$ cat config.mk
export PLATFORM = sky130hd
export DESIGN_NAME = fifo_uart_tx_flat
export DESIGN_NICKNAME = d
export VERILOG_FILES = /design/src/rtl/fifo_uart_tx_if.sv /design/src/rtl/fifo_uart_tx.sv /design/src/flat_wrapper.sv
export SDC_FILE = /design/constraint.sdc
export NUM_CORES = 1
export LEC_CHECK = 0
export ABC_AREA = 1
export CAP_MARGIN = 20
export CORE_MARGIN = 2
export CORE_UTILIZATION = 40
export DETAILED_ROUTE_END_ITERATION = 8
export GPL_TIMING_DRIVEN = 0
export PLACE_DENSITY_LB_ADDON = 0.25
export SLEW_MARGIN = 20
export SYNTH_ARGS = -nofsm -noshare
export SYNTH_HDL_FRONTEND = slang
export SYNTH_SLANG_ARGS = --single-unit
$ cat constraint.sdc
create_clock -name read_clk -period 1.3 [get_ports read_clk]
set_input_delay 0.26 -clock read_clk [delete_from_list [all_inputs] [get_ports read_clk]]
set_output_delay 0.26 -clock read_clk [all_outputs]
set_load 0.05 [all_outputs]
$ cat src/rtl/fifo_uart_tx_if.sv
`default_nettype none
// ============================================================================
// Module   : fifo_uart_tx_if
// Brief    : FIFO read-port and serial-line bundle for fifo_uart_tx.
// Revision : 1.0  initial release
// ============================================================================
interface fifo_uart_tx_if;
  logic       tx_enable;
  logic       mem_empty;
  logic [7:0] data_in;
  logic       read_en;
  logic       tx_out;
  logic       busy;
  logic       byte_done;

  modport master (
    input  tx_enable, mem_empty, data_in,
    output read_en, tx_out, busy, byte_done
  );

  modport slave (
    output tx_enable, mem_empty, data_in,
    input  read_en, tx_out, busy, byte_done
  );
endinterface
`default_nettype wire

$ cat src/rtl/fifo_uart_tx.sv
`default_nettype none
// ============================================================================
// Module   : fifo_uart_tx
// Brief    : Pops bytes from the async FIFO read port and sends them as UART
//            frames (start, 8 data LSB first, optional even parity, stop).
//            Parity is enabled by defining FIFO_UART_TX_PARITY_EN.
// Revision : 1.0  initial release
// ============================================================================
module fifo_uart_tx #(
  parameter int CLKS_PER_BIT = 16
) (
  input  logic           read_clk,
  input  logic           reset,
  fifo_uart_tx_if.master tx_bus
);

  localparam int CW = $clog2(CLKS_PER_BIT);
  localparam logic [CW-1:0] c_bit_last = CW'(CLKS_PER_BIT - 1);

  typedef enum logic [2:0] {
    S_IDLE   = 3'd0,
    S_REQ    = 3'd1,
    S_WAIT   = 3'd2,
    S_START  = 3'd3,
    S_DATA   = 3'd4,
`ifdef FIFO_UART_TX_PARITY_EN
    S_PARITY = 3'd5,
`endif
    S_STOP   = 3'd6
  } state_e;

  state_e        state_q,   state_d;
  logic [CW-1:0] clk_cnt_q, clk_cnt_d;
  logic [2:0]    bit_cnt_q, bit_cnt_d;
  logic [7:0]    shift_q,   shift_d;
  logic          read_en_q, read_en_d;
  logic          tx_out_q,  tx_out_d;
  logic          done_q,    done_d;
`ifdef FIFO_UART_TX_PARITY_EN
  logic          parity_q,  parity_d;
`endif

  logic w_bit_end;
  logic w_fetch;

  assign w_bit_end = (clk_cnt_q == c_bit_last);
  assign w_fetch   = tx_bus.tx_enable && !tx_bus.mem_empty;

  always_ff @(posedge read_clk or negedge reset) begin
    if (!reset) begin
      state_q   <= S_IDLE;
      clk_cnt_q <= '0;
      bit_cnt_q <= '0;
      shift_q   <= '0;
      read_en_q <= 1'b0;
      tx_out_q  <= 1'b1;
      done_q    <= 1'b0;
`ifdef FIFO_UART_TX_PARITY_EN
      parity_q  <= 1'b0;
`endif
    end else begin
      state_q   <= state_d;
      clk_cnt_q <= clk_cnt_d;
      bit_cnt_q <= bit_cnt_d;
      shift_q   <= shift_d;
      read_en_q <= read_en_d;
      tx_out_q  <= tx_out_d;
      done_q    <= done_d;
`ifdef FIFO_UART_TX_PARITY_EN
      parity_q  <= parity_d;
`endif
    end
  end

  always_comb begin
    state_d   = state_q;
    clk_cnt_d = clk_cnt_q;
    bit_cnt_d = bit_cnt_q;
    shift_d   = shift_q;
    read_en_d = 1'b0;
    done_d    = 1'b0;
    tx_out_d  = 1'b1;
`ifdef FIFO_UART_TX_PARITY_EN
    parity_d  = parity_q;
`endif

    case (state_q)
      S_IDLE: begin
        if (w_fetch) begin
          state_d   = S_REQ;
          read_en_d = 1'b1;
        end
      end
      S_REQ: state_d = S_WAIT;
      S_WAIT: begin
        // data_in was refreshed by the pop on the edge that ended REQ
        shift_d   = tx_bus.data_in;
        clk_cnt_d = '0;
        bit_cnt_d = '0;
        state_d   = S_START;
`ifdef FIFO_UART_TX_PARITY_EN
        parity_d  = ^tx_bus.data_in;
`endif
      end
      S_START: begin
        clk_cnt_d = clk_cnt_q + 1'b1;
        if (w_bit_end) begin
          clk_cnt_d = '0;
          state_d   = S_DATA;
        end
      end
      S_DATA: begin
        clk_cnt_d = clk_cnt_q + 1'b1;
        if (w_bit_end) begin
          clk_cnt_d = '0;
          if (bit_cnt_q == 3'd7) begin
`ifdef FIFO_UART_TX_PARITY_EN
            state_d = S_PARITY;
`else
            state_d = S_STOP;
`endif
          end else begin
            bit_cnt_d = bit_cnt_q + 1'b1;
            shift_d   = {1'b0, shift_q[7:1]};
          end
        end
      end
`ifdef FIFO_UART_TX_PARITY_EN
      S_PARITY: begin
        clk_cnt_d = clk_cnt_q + 1'b1;
        if (w_bit_end) begin
          clk_cnt_d = '0;
          state_d   = S_STOP;
        end
      end
`endif
      S_STOP: begin
        clk_cnt_d = clk_cnt_q + 1'b1;
        if (w_bit_end) begin
          clk_cnt_d = '0;
          done_d    = 1'b1;
          if (w_fetch) begin
            state_d   = S_REQ;
            read_en_d = 1'b1;
          end else begin
            state_d   = S_IDLE;
          end
        end
      end
      default: state_d = S_IDLE;
    endcase

    // Line level is decided from the upcoming state so tx_out stays registered
    case (state_d)
      S_START:  tx_out_d = 1'b0;
      S_DATA:   tx_out_d = shift_d[0];
`ifdef FIFO_UART_TX_PARITY_EN
      S_PARITY: tx_out_d = parity_d;
`endif
      default:  tx_out_d = 1'b1;
    endcase
  end

  assign tx_bus.read_en   = read_en_q;
  assign tx_bus.tx_out    = tx_out_q;
  assign tx_bus.byte_done = done_q;
  assign tx_bus.busy      = (state_q != S_IDLE);

endmodule
`default_nettype wire

$ cat src/flat_wrapper.sv
// flat-port wrapper written by rule: the top's interface ports become plain ports
module fifo_uart_tx_flat 
#(
  parameter int CLKS_PER_BIT = 16
)
  (read_clk, reset, tx_bus_tx_enable, tx_bus_mem_empty, tx_bus_data_in, tx_bus_read_en, tx_bus_tx_out, tx_bus_busy, tx_bus_byte_done);
  fifo_uart_tx_if tx_bus_i ();
  input  logic read_clk;
  input  logic reset;
  input wire logic [$bits(tx_bus_i.tx_enable)-1:0] tx_bus_tx_enable;
  input wire logic [$bits(tx_bus_i.mem_empty)-1:0] tx_bus_mem_empty;
  input wire logic [$bits(tx_bus_i.data_in)-1:0] tx_bus_data_in;
  output wire logic [$bits(tx_bus_i.read_en)-1:0] tx_bus_read_en;
  output wire logic [$bits(tx_bus_i.tx_out)-1:0] tx_bus_tx_out;
  output wire logic [$bits(tx_bus_i.busy)-1:0] tx_bus_busy;
  output wire logic [$bits(tx_bus_i.byte_done)-1:0] tx_bus_byte_done;
  assign tx_bus_i.tx_enable = tx_bus_tx_enable;
  assign tx_bus_i.mem_empty = tx_bus_mem_empty;
  assign tx_bus_i.data_in = tx_bus_data_in;
  assign tx_bus_read_en = tx_bus_i.read_en;
  assign tx_bus_tx_out = tx_bus_i.tx_out;
  assign tx_bus_busy = tx_bus_i.busy;
  assign tx_bus_byte_done = tx_bus_i.byte_done;
  fifo_uart_tx #(.CLKS_PER_BIT(CLKS_PER_BIT)) u_core (.read_clk(read_clk), .reset(reset), .tx_bus(tx_bus_i));
endmodule
==> results of run 1 <==
==> stage by stage <==
| stage | setup TNS (ns) | total power, mW | area [um2] | worst slack [ns] |
|---|---|---|---|---|
| after floorplan | 0 | 1.97 | 1050 | 0.00858 |
| after global placement | -4.80 | 2.22 | 1240 | -0.496 |
| after detailed placement | -5.22 | 2.27 | 1240 | -0.499 |
| after CTS | -0.692 | 2.96 | 1460 | -0.0956 |
| after global routing | -1.57 | 3.39 | 1520 | -0.166 |
| final | -0.398 | 3.12 | 1520 | -0.0987 |
==> flip-flops by register name, summed over array words and instances (netlist names) <==
name,cells
u_core.bit_cnt_q,3
u_core.clk_cnt_q,4
u_core.shift_q,8
u_core.state_q,3
u_core.tx_bus.byte_done,1
u_core.tx_bus.read_en,1
u_core.tx_bus.tx_out,1
==> layout by cell type (no fill, tap or decap), drive strengths merged, types with 3 or more instances in the layout <==
cell and count:
nand2 55, buf 21, dfrtp 20, nand3 13
inv 12, clkdlybuf4s50 11, nor2 10, clkbuf 4
a21oi 4, ha 3
==> kinds of logic after synthesis <==
kind of cell,after synthesis,share of synthesized area
AOI/OAI and AO/OA,8,0.0515
muxes,1,0.00958
xor gates and xnor gates,1,0.00838
buffers and inverters,13,0.0479
DFF,21,0.504
adders and majority gates,3,0.0359
and+or+nand+nor,81,0.343
==> layer usage <==
metal  routed length (um)  share of wire  global-route usage  up-vias
met4                   38          0.017              0.0976        0
met2                 1130           0.51               0.300       19
met3                   95          0.043              0.0403        8
met5                    0              0                   0        -
li1                     -              -                   -      487
met1                  943           0.43               0.206      431
==> layout make-up <==
cell class	count	area, um2	area share
Sequential cell	21	529	0.349
Inverter	13	55.1	0.0363
Multi-Input combinational cell	94	584	0.385
Timing Repair inverter	1	7.51	0.00495
Clock buffer	4	26.3	0.0173
Tap cell	30	37.5	0.0247
Timing Repair Buffer	32	278	0.183
==> power groups by stage <==
stage | clock network, mW | registers (mW) | logic (mW)
after floorplan | 0 | 1.13 | 0.839
final | 0.312 | 1.12 | 1.69
after detailed placement | 0 | 1.13 | 1.14
after global routing | 0.352 | 1.15 | 1.89
after global placement | 0 | 1.11 | 1.11
after CTS | 0.323 | 1.10 | 1.53
==> repair_timing <==
action                                  in CTS  in global routing
setup buffers                               14                  3
gates resized for setup                     42                 18
endpoints found under the setup margin      17                 22
gates cloned                                 1                  0
hold buffers                                 0                  0
pin swaps                                    6                  5
==> path summary, 6_finish.rpt <==
kind / from / to / slack [ns]
min in group read_clk: tx_bus_data_in[7] / u_core.shift_q[7] / 0.49
hold reg to reg: u_core.shift_q[1] / u_core.shift_q[1] / 0.50
max in group asynchronous: reset / u_core.state_q[2] / 0.20
hold / removal: reset / u_core.clk_cnt_q[3] / 0.46
setup / recovery: u_core.bit_cnt_q[1] / u_core.shift_q[1] / -0.1
setup reg to reg: u_core.bit_cnt_q[1] / u_core.shift_q[1] / -0.1
==> run_results.csv, run 1 <==
group,metric,value,unit
timing,relSlewSlack,0.379,
worst_setup_path,cpMaxStageDelayCell,"dfrtp_1",
worst_setup_path,crit_chain,"ha_2 -> ha_4 -> inv_4 -> nand3_4 -> nand2_4 -> clkinvlp_4 -> nand2_1 -> nand3_1",
cells_and_area,final_util,0.613,
cells_and_area,diodes,0,
global_route,grt_pass1_vias,887,
worst_setup_path,crit_path_max_incr_delay,0.40,ns
timing,whs,0.461,ns
detailed_routing,routedWlPerCell,11.3,um
synth,synth_area,1040,um2
die,initial_core_util,0.422,
synth,post-synth-top-count-cell,"nand2_1",
clock_tree,tritoncts,"yes",
synth,synthArstFlopShare,1.00,
die,die_area,3040,um2
timing,skew,0.00750,ns
clock_tree,root_buffer,"clkbuf_4",
power,p_sw,1.33,mW
power,p_int,1.79,mW
worst_setup_path,end_kind,"flip-flop",
worst_setup_path,required,1.49,ns
min_path,worstHoldPathType,"in2async",
worst_setup_path,path_class,"reg2reg",
die,die_x,55.1,um
clock_tree,htree_levels,1,
global_route,antenna_found_initial,0,
power,peakVddDrop,1.21,mV
worst_setup_path,cp_max_fo,4,
timing,fin_crit,1.40,ns
outcome,violations,"negative setup slack",
timing,setup_viol_count_final,8,
die,core_area,2480,um2
worst_setup_path,crit_buf_inv,2,
detailed_routing,viasPerCell,4.85,
detailed_routing,drc,0,
outcome,status,"complete, but fails checks",
timing,hold_violations,0,
die,fp.dieH,55.1,um
synth,synth_area_leaders,"dfrtp_1 (48%), nand2_1 (19%), nand3_1 (5.7%)",
synth,synth.distinct_cells,22,
cells_and_area,fillCellCount,229,
synth,synth_edf_count,0,
placed_design,gp_congestion,0.721,
synth,ys_seq_elements,21,
timing,timing.fmax,0.715,GHz
placed_design,dp_hpwl,1460,um
synth,synth_seq_area_share,0.504,
synth,ys.flop_type,"dfrtp_1",
power,switching_share,0.426,
die,ios,16,
global_route,grt_remaining_overflow,0,
synth,synth.largest_area_cell,"dfrtp_1",
detailed_routing,drt-pass1-iter-count,3,
cells_and_area,syn_to_final_growth,45.3,%
power,p_leak,0.754,nW
cells_and_area,fin_nets,181,
worst_setup_path,r2r_cells,8,
job,drv_cap,0,
cells_and_area,fin_cells,195,
synth,synth_area_per_cell,8.16,um2
synth,yosysWarnings,0,
timing,rsz0062_at_grt,"true",
worst_setup_path,crit_arrival,1.59,ns
global_route,grt_first_pass_wirelength,3770,um
synth,mappedNetlistNets,143,
global_route,grtUsageTotal,0.177,
detailed_routing,ant_nets,0,
clock_tree,cts-buffers-inserted,3,
power,seqPwrFrac,0.359,
power,clkPwrFrac,0.100,
power,power.share.combinational,0.541,
placed_design,dp.cells,173,
power,power_density,2060,nW/um2
cells_and_area,layout-drive-gt1-share,0.388,
synth,synth_common_cells,"nand2_1 (52), dfrtp_1 (20), nand3_1 (12)",
detailed_routing,dr.first_iter.drc_count,2,
synth,synth_top_area_share,0.479,
clock_tree,cts.clk_slew.worst_paths,0.12,ns
timing,slew_violations,0,
global_route,grt_max_degree,22,
timing,setup_slack,-0.0987,ns
worst_setup_path,crit_family,"flip-flops",
clock_tree,clockBufferDepth,2,
clock_tree,cts_num_sinks,21,
timing,period_share,1.08,
detailed_routing,drt-total-wl,2210,um
clock_tree,insertion_delay,0.30,ns
die,rows,18,
worst_setup_path,crit_cells,8,
synth,syn_inst,128,
detailed_routing,num_vias,945,
timing,tightestPinTransition,0.928,ns
worst_setup_path,start_kind,"flip-flop",
placed_design,port_buffers,15,
(Power assumes the default switching activity.)
==> inputs of run 2 (changes only) <==
Settings changed: CTS_CLUSTER_DIAMETER set to 150, GPL_ROUTABILITY_DRIVEN set to 0.
==> results of run 2 <==
No change in the layout: final DEF, timing and power equal those of run 1.
==> inputs of run 3 (changes only) <==
Settings changed: PLACE_DENSITY set to 0.74, PLACE_DENSITY_LB_ADDON 0.25 to not set.
==> run_results.csv, run 3 (same netlist as run 1, synthesis figures left out) <==
group,metric,value,unit
outcome,status,"complete, but fails checks",
outcome,violations,"negative setup slack",
clock_tree,root_buffer,"clkbuf_4",
job,drv_cap,0,
cells_and_area,top_regs,"u_core.shift_q (8), u_core.clk_cnt_q (4)",
worst_setup_path,end_kind,"flip-flop",
cells_and_area,fin_area,1490,um2
clock_tree,tritoncts,"yes",
global_route,grt_pass1_vias,952,
timing,tightestPinTransition,0.900,ns
timing,whs,0.0550,ns
power,power_density,2060,nW/um2
worst_setup_path,r2r-end,"u_core.tx_bus.tx_out",
power,peakVddDrop,1.27,mV
cells_and_area,final_util,0.601,
global_route,grt_first_pass_wirelength,3870,um
min_path,worstHoldPathType,"in2async",
worst_setup_path,crit_arrival,1.73,ns
detailed_routing,ant_nets,0,
cells_and_area,layout_commonest_cell,"nand2_1",
die,die_x,55.1,um
global_route,grtUsageTotal,0.180,
timing,slew_violations,0,
cells_and_area,fin_cells,194,
clock_tree,htree_levels,1,
detailed_routing,dr.first_iter.drc_count,25,
global_route,grt_max_degree,22,
die,die_area,3040,um2
global_route,antenna_found_initial,0,
worst_setup_path,required,1.56,ns
clock_tree,cts.clk_slew.worst_paths,0.12,ns
detailed_routing,viasPerCell,5.13,
timing,setup_viol_count_final,13,
clock_tree,insertion_delay,0.31,ns
cells_and_area,diodes,0,
timing,setup_slack,-0.171,ns
worst_setup_path,r2r_cells,9,
placed_design,port_buffers,15,
timing,timing.fmax,0.680,GHz
cells_and_area,largest_reg_flops,8,
placed_design,dp_hpwl,1420,um
die,rows,18,
detailed_routing,num_vias,995,
die,ios,16,
detailed_routing,drt-total-wl,2390,um
cells_and_area,layout-drive-gt1-share,0.360,
placed_design,pre_cts_slack,-0.497,ns
timing,hold_violations,0,
worst_setup_path,path_class,"reg2reg",
placed_design,dp.cells,173,
clock_tree,clockBufferDepth,2,
power,power,3.07,mW
die,core_area,2480,um2
worst_setup_path,reg2reg_from,"u_core.clk_cnt_q[1]",
detailed_routing,drc,0,
timing,skew,0.00157,ns
timing,rsz0062_at_grt,"true",
worst_setup_path,reg2reg_setup_slack,-0.17,ns
die,initial_core_util,0.422,
timing,period_share,1.13,
worst_setup_path,cp_max_fo,4,
timing,setup_tns,-0.929,ns
power,p_leak,0.756,nW
clock_tree,cts_num_sinks,21,
detailed_routing,routedWlPerCell,12.3,um
timing,relSlewSlack,0.399,
detailed_routing,drt-pass1-iter-count,4,
cells_and_area,syn_to_final_growth,42.4,%
placed_design,place_area,1240,um2
cells_and_area,fin_nets,180,
die,fp.dieH,55.1,um
cells_and_area,most-common-layout-cells,"nand2_1 (46), dfrtp_1 (17), buf_4 (15), nand3_1 (10), clkdlybuf4s50_1 (10)",
cells_and_area,top_register,"u_core.shift_q",
timing,fin_crit,1.47,ns
global_route,grt_remaining_overflow,0,
clock_tree,cts-buffers-inserted,3,
worst_setup_path,start_kind,"flip-flop",
run 3: worst max path at each step:
stage                         from  cells past startpoint              endpoint  slack, ns
2_1_floorplan  u_core.bit_cnt_q[0]                      8     u_core.shift_q[1]      0.009
3_3_place_gp     u_core.state_q[0]                      3           tx_bus_busy      -0.49
3_5_place_dp     u_core.state_q[0]                      3           tx_bus_busy      -0.50
4_1_cts          u_core.state_q[1]                      3           tx_bus_busy      -0.08
5_1_grt        u_core.clk_cnt_q[1]                      9  u_core.tx_bus.tx_out      -0.21
6_report       u_core.clk_cnt_q[1]                      9  u_core.tx_bus.tx_out      -0.17
run 3: power breakdown:
part           total, mW  internal, mW  leakage [nW]  switching (mW)
Combinational       1.63         0.702         0.478           0.924
Clock              0.323         0.115        0.0177           0.208
Sequential          1.12         0.916         0.261           0.205
Total               3.07          1.73         0.756            1.34
run 3: final cells by class:
cell class / instances / area [um2]
inverters: 13 / 60.1
repair buffers: 32 / 288
well taps: 30 / 37.5
fillers: 221 / 990
flip-flops and latches: 21 / 531
multi-input cells: 94 / 544
clock buffers: 3 / 22.5
clock inverters: 1 / 5.00
run 3: what timing repair did:
| action | CTS | global route |
|---|---|---|
| hold buffers | 0 | 0 |
| pin swaps | 4 | 12 |
| setup endpoints to repair | 18 | 24 |
| gates resized for setup | 37 | 20 |
| buffers inserted | 10 | 7 |
run 3: critical path, stage by stage (launching register included):
cell and delay, ns:
dfrtp_1 0.39, ha_2 0.20, buf_4 0.13, nand3_1 0.15, nand2_1 0.11, nand2_1 0.07
nand2_1 0.11, nand4_1 0.13, nand2_1 0.09, nand2_1 0.05
run 3: metal layers:
metal | GRT usage | vias to the layer above | part of all wire
met1 | 0.186 | 471 | 0.39
met4 | 0.0610 | 0 | 0.017
li1 | - | 481 | -
met3 | 0.0591 | 7 | 0.063
met2 | 0.337 | 36 | 0.53
met5 | 0 | - | 0
